### config.mk
export PLATFORM = sky130hd
export DESIGN_NAME = minibus_arbiter
export DESIGN_NICKNAME = d
export VERILOG_FILES = /design/src/rtl/minibus_arbiter.sv
export SDC_FILE = /design/constraint.sdc
export NUM_CORES = 1
export LEC_CHECK = 0
export CAP_MARGIN = 40
export CORE_AREA = 2 2 120 122
export DETAILED_ROUTE_END_ITERATION = 6
export DIE_AREA = 0 0 122 124
export MAX_ROUTING_LAYER = met4
export PLACE_DENSITY = 0.55
export SYNTH_ARGS = -nofsm -noshare
export SYNTH_HDL_FRONTEND = slang
export SYNTH_SLANG_ARGS = --single-unit
### constraint.sdc
create_clock -name clk -period 1.4 [get_ports clk]
set_input_delay 0.42 -clock clk [delete_from_list [all_inputs] [get_ports clk]]
set_output_delay 0.42 -clock clk [all_outputs]
set_load 0.02 [all_outputs]
### src/rtl/minibus_arbiter.sv
// minibus_arbiter: N-to-1 minibus master arbiter, round-robin, grant held until bus_res.ready.
// Define MINIBUS_ARB_FIXED_PRIO_EN for fixed priority (lowest active index wins).
package minibus_pkg;

  typedef struct packed {
    logic [31:0] addr;
    logic [31:0] wdata;
    logic [3:0]  wstrb;
    logic        ren;
    logic        wen;
  } minibus_req_pack;

  typedef struct packed {
    logic [31:0] rdata;
    logic        ready;
  } minibus_res_pack;

endpackage

module minibus_arbiter
  import minibus_pkg::*;
#(
  parameter int unsigned MASTER_COUNT = 2,
  localparam int unsigned GW = $clog2(MASTER_COUNT)
) (
  input  logic            clk,
  input  logic            rst,
  input  minibus_req_pack m_req [MASTER_COUNT],
  output minibus_res_pack m_res [MASTER_COUNT],
  output minibus_req_pack bus_req,
  input  minibus_res_pack bus_res,
  output logic [GW-1:0]   grant_idx,
  output logic            busy
);

  typedef enum logic {
    IDLE = 1'b0,
    BUSY = 1'b1
  } state_t;

  state_t                  state;
  state_t                  state_next;
  logic [GW-1:0]           last_grant;
  logic [GW-1:0]           last_grant_next;
  logic [GW-1:0]           grant_next;
  logic [MASTER_COUNT-1:0] active;
  logic [GW-1:0]           winner;
  logic                    found;

  // A master is requesting when either strobe is set.
  always_comb begin : req_active
    active = '0;
    for (int unsigned i = 0; i < MASTER_COUNT; i++) begin
      active[i] = m_req[i].ren | m_req[i].wen;
    end
  end

`ifdef MINIBUS_ARB_FIXED_PRIO_EN
  // Fixed priority: scan downward so the lowest active index is the last writer.
  always_comb begin : pick
    winner = '0;
    found  = 1'b0;
    for (int i = int'(MASTER_COUNT) - 1; i >= 0; i--) begin
      if (active[i]) begin
        winner = GW'(i);
        found  = 1'b1;
      end
    end
  end
`else
  // Round-robin: first active master after last_grant, wrapping modulo MASTER_COUNT.
  always_comb begin : pick
    int unsigned             cand;
    logic [MASTER_COUNT-1:0] rot;
    winner = '0;
    found  = 1'b0;
    cand   = 0;
    rot    = '0;
    for (int unsigned off = 1; off <= MASTER_COUNT; off++) begin
      cand = (32'(last_grant) + off) % MASTER_COUNT;
      rot  = active >> cand;
      if (!found && rot[0]) begin
        winner = GW'(cand);
        found  = 1'b1;
      end
    end
  end
`endif

  always_comb begin : fsm_next
    state_next      = state;
    grant_next      = grant_idx;
    last_grant_next = last_grant;
    bus_req         = '0;
    for (int unsigned i = 0; i < MASTER_COUNT; i++) begin
      m_res[i] = '0;
    end
    case (state)
      IDLE: begin
        if (found) begin
          state_next      = BUSY;
          grant_next      = winner;
          last_grant_next = winner;
        end
      end
      BUSY: begin
        // Owner is routed straight through; everyone else sees ready=0.
        for (int unsigned i = 0; i < MASTER_COUNT; i++) begin
          if (GW'(i) == grant_idx) begin
            bus_req  = m_req[i];
            m_res[i] = bus_res;
          end
        end
        if (bus_res.ready) begin
          state_next = IDLE;
        end
      end
      default: state_next = IDLE;
    endcase
  end

  always_ff @(posedge clk) begin : fsm_reg
    if (rst) begin
      state      <= IDLE;
      last_grant <= GW'(MASTER_COUNT - 1);
      grant_idx  <= '0;
      busy       <= 1'b0;
    end else begin
      state      <= state_next;
      last_grant <= last_grant_next;
      grant_idx  <= grant_next;
      busy       <= (state_next == BUSY);
    end
  end

endmodule

* Yosys cells after proc, flatten, opt, wreduce, memory -nomap -nowiden
Index checks and enable logic that the tools add are counted.
** Word-level totals
- Register bits after elaboration :: 3
- Input bits :: 175
- Output and inout bits :: 138
- Word-level logic and storage cells :: 25
** Operators by class
- Add/sub/neg operators :: 2
- Shift-type cells :: 2
- Multiplexer cells :: 12
- Bitwise gates (word level) :: 3
- Reduce and logical (&&, ||, !) cells :: 3
** Operators by type and width (number)
- 70-bit two-way mux :: 2
- 33-bit two-way mux :: 2
- 66-bit two-way mux :: 1
- 1-bit two-way mux :: 6
- 2-bit by 1-bit >> shifter with 1-bit output :: 2
- 1-bit adder (second input constant) :: 2
- 1-bit OR :: 2
- 1-bit one-hot mux with 2 select lines :: 1
- 2-bit AND reduction :: 1
- 1-bit logical AND :: 1
- 1-bit logical NOT :: 1
- 1-bit inverter :: 1

* Longest topological paths before layout
- Depth after elaboration :: 8
- Depth in mapped cells :: 5
- Mapped depth without buffers :: 2

* Worst setup path after synthesis
Ideal clock, no wire load.
- Path type :: register -> output
- Start point :: register grant_idx
- End point :: output port bus_req[30] (netlist name)
- Arrival :: 1287 ps
- Data required time :: 980 ps
- Slack :: -307 ps
- Stages on the path, launching flop included :: 6
- Buffers on the path :: 3
- Path through :: dfxtp_1 buf_4 buf_12 buf_12 mux2i_1 nor2b_1
** RTL lines
- start: declaration :: line 32 : output logic [GW-1:0] grant_idx,
- start signal: assignment :: line 131 : grant_idx <= grant_next;
- end: declaration :: line 30 : output minibus_req_pack bus_req,

==> flow_summary.yaml <==
finish:
  mostFrequentLayoutCell: "clkdlybuf4s50_1"
  fillCellCount: 1221
  ff_latch_area_sq_um: 67.6
  fin_cells: 771
  antennaDiodeCount: 0
  fin_area_sq_um: 7360
  final_cell_mix: "clkdlybuf4s50_1, buf_6, mux2i_4"
  fin_nets: 767
  syn_to_final_growth_pct: 288
  multi_input_area_sq_um: 2810
  post-route-util_pct: 53.7
  drive_gt1_share_pct: 66.2
worst_setup_path:
  critical_path_required_ns: 0.98
  start_kind: "register"
  cp-end-kind: "output pin"
  crit_type: "register to output pin"
  cp_max_fo: 9
  cp.arrival_ns: 1.45
placed_design:
  pre_cts_ws_ns: -0.784
  dp_hpwl_um: 9470
  placed_cells: 738
  port_buffers: 312
  gp_congestion: 0.811
  post_dp_cell_area_sq_um: 6150
global_routing:
  grt_pass1_vias: 3437
  grt_max_degree: 25
  grtUsageTotal_pct: 15.6
  antenna_found_initial: 0
  grt-ovfl-total: 0
  grt_pass1_wl_um: 18000
yosys:
  synth_cells: 247
  synth-seq-cells: 3
  ys_warn_count: 0
  ys_types: 19
  ys_seq_area_share_pct: 3.16
  synth_area_per_cell_sq_um: 7.68
  ys_top_cells_by_area: "mux2i_1, nor2b_1, and2_1, and3_1, buf_12"
  syn_nets: 422
  synth_top_area_share_pct: 36.9
  synth_area_sq_um: 1900
  synth_top_cell_by_area: "mux2i_1"
floorplan:
  num_rows: 43
  die_w_um: 122
  coreArea_sq_um: 13700
  io_pins: 313
  dieArea_sq_um: 15100
  dieHeight_um: 124
  initial_core_util_pct: 13.8
run_status:
  violations: "negative setup slack"
  status: "complete, but fails checks"
clock_network:
  clock-sinks: 3
  holdBufCountCts: 0
  htreeDepth: 1
  clkTransAtPathRegs_ns: 0.03
  clock_latency_ns: 0.22
  root_buffer: "clkbuf_16"
  cts_tree: "done"
  clock_tree.buffer_depth: 2
  numCtsBuffers: 3
sta:
  max_slew_margin_pct: 88.0
  skew_ns: 0.000269
  rsz0062_at_grt: "true"
  fmax_mhz: 536
  finalHoldViolCount: 0
  finalMaxSlewViolations: 0
  tightest_slew_ns: 0.176
  setup_viol: 139
  period_share_pct: 133
  fin_ws_ns: -0.465
  finalCriticalPeriod_ns: 1.87
power_and_ir_drop:
  ir_worst_vdd_uv: 347
  p_total_mw: 3.59
  p_per_area_nw_per_um2: 488
  p_leak_nw: 2.97
drt:
  wl_per_cell_um: 16.9
  drtIter0Drc: 35
  drt_wl_total_um: 13000
  avgViaCountPerCell: 4.12
  drc: 0
  vias: 3173
  drt_pre_antenna_iters: 3
  detail-route-antenna-nets: 0
min_path:
  hp-class: "register to register"
run:
  max_cap_violations: 0
==> per-stage QoR <==
step | TNS, ns | hold slack, ns
global placement | -96.02 | 0.492
global route | -57.63 | 0.530
CTS | -52.37 | 0.511
detailed placement | -96.84 | 0.500
floorplan | -8.51 | 0.473
finish | -51.57 | 0.508
==> Yosys cell counts, drive strengths merged <==
cell    instances
nor2b          72
mux2i          70
and2           33
and3           33
clkbuf         16
buf            11
dfxtp           3
nor2            2
a21oi           1
a221o           1
a32o            1
o21ai           1
o21bai          1
o41a            1
or2             1
==> what timing repair did <==
item                                    CTS  global route
pin swaps                                 6             1
gates resized for setup                 837            93
hold endpoints to repair                  0             0
cloned                                   10             3
endpoints found under the setup margin  141           139
setup buffers                            14             7
==> state kept, by name, indices dropped and copies added (netlist names) <==
register / cells
state: 1
last_grant: 1
grant_idx: 1
==> kinds of logic (layout without fill, tap and decap cells) <==
group	Yosys count	in the layout	share of synthesized area, %
AOI/OAI and AO/OA	6	6	2.57
and+or+nand+nor	141	141	46.6
muxes	70	70	36.9
buffers and inverters	27	371	10.7
DFF	3	3	3.16
==> critical path, stage by stage, from the launching register on <==
cell     delay (ns)
dfxtp_4        0.39
buf_12         0.16
buf_12         0.11
buf_16         0.13
mux2i_4        0.24
nor2b_4        0.06
buf_6          0.13
==> layer usage <==
layer	track usage, %	vias to the layer above	wire, um
met3	1.69	8	836
met2	32.4	165	7410
met5	-	-	0
met1	16.0	1467	4650
met4	2.16	0	104
li1	-	1533	-
==> cell type report <==
class                           instances  area share (%)
Timing Repair Buffer                  367            56.8
Sequential cell                         3           0.918
Multi-Input combinational cell        217            38.1
Tap cell                              180            3.06
Clock buffer                            4            1.07
==> worst paths after layout <==
kind                                     to  depth (start not counted)  slack (ns)       start
worst max-delay path            bus_req[58]                          6       -0.47   grant_idx
worst min-delay path             last_grant                          1        0.51  last_grant
worst max register to register   last_grant                          5           0       state
worst min register to register   last_grant                          1        0.51  last_grant
==> report_power, final <==
group / internal (mW) / switching (mW) / leakage (nW)
clock network: 0.376 / 0.0764 / 0.0382
logic: 1.86 / 1.18 / 2.91
registers: 0.0938 / 0.0121 / 0.0261
total: 2.33 / 1.27 / 2.97
Power figures use the tool's default switching activity.
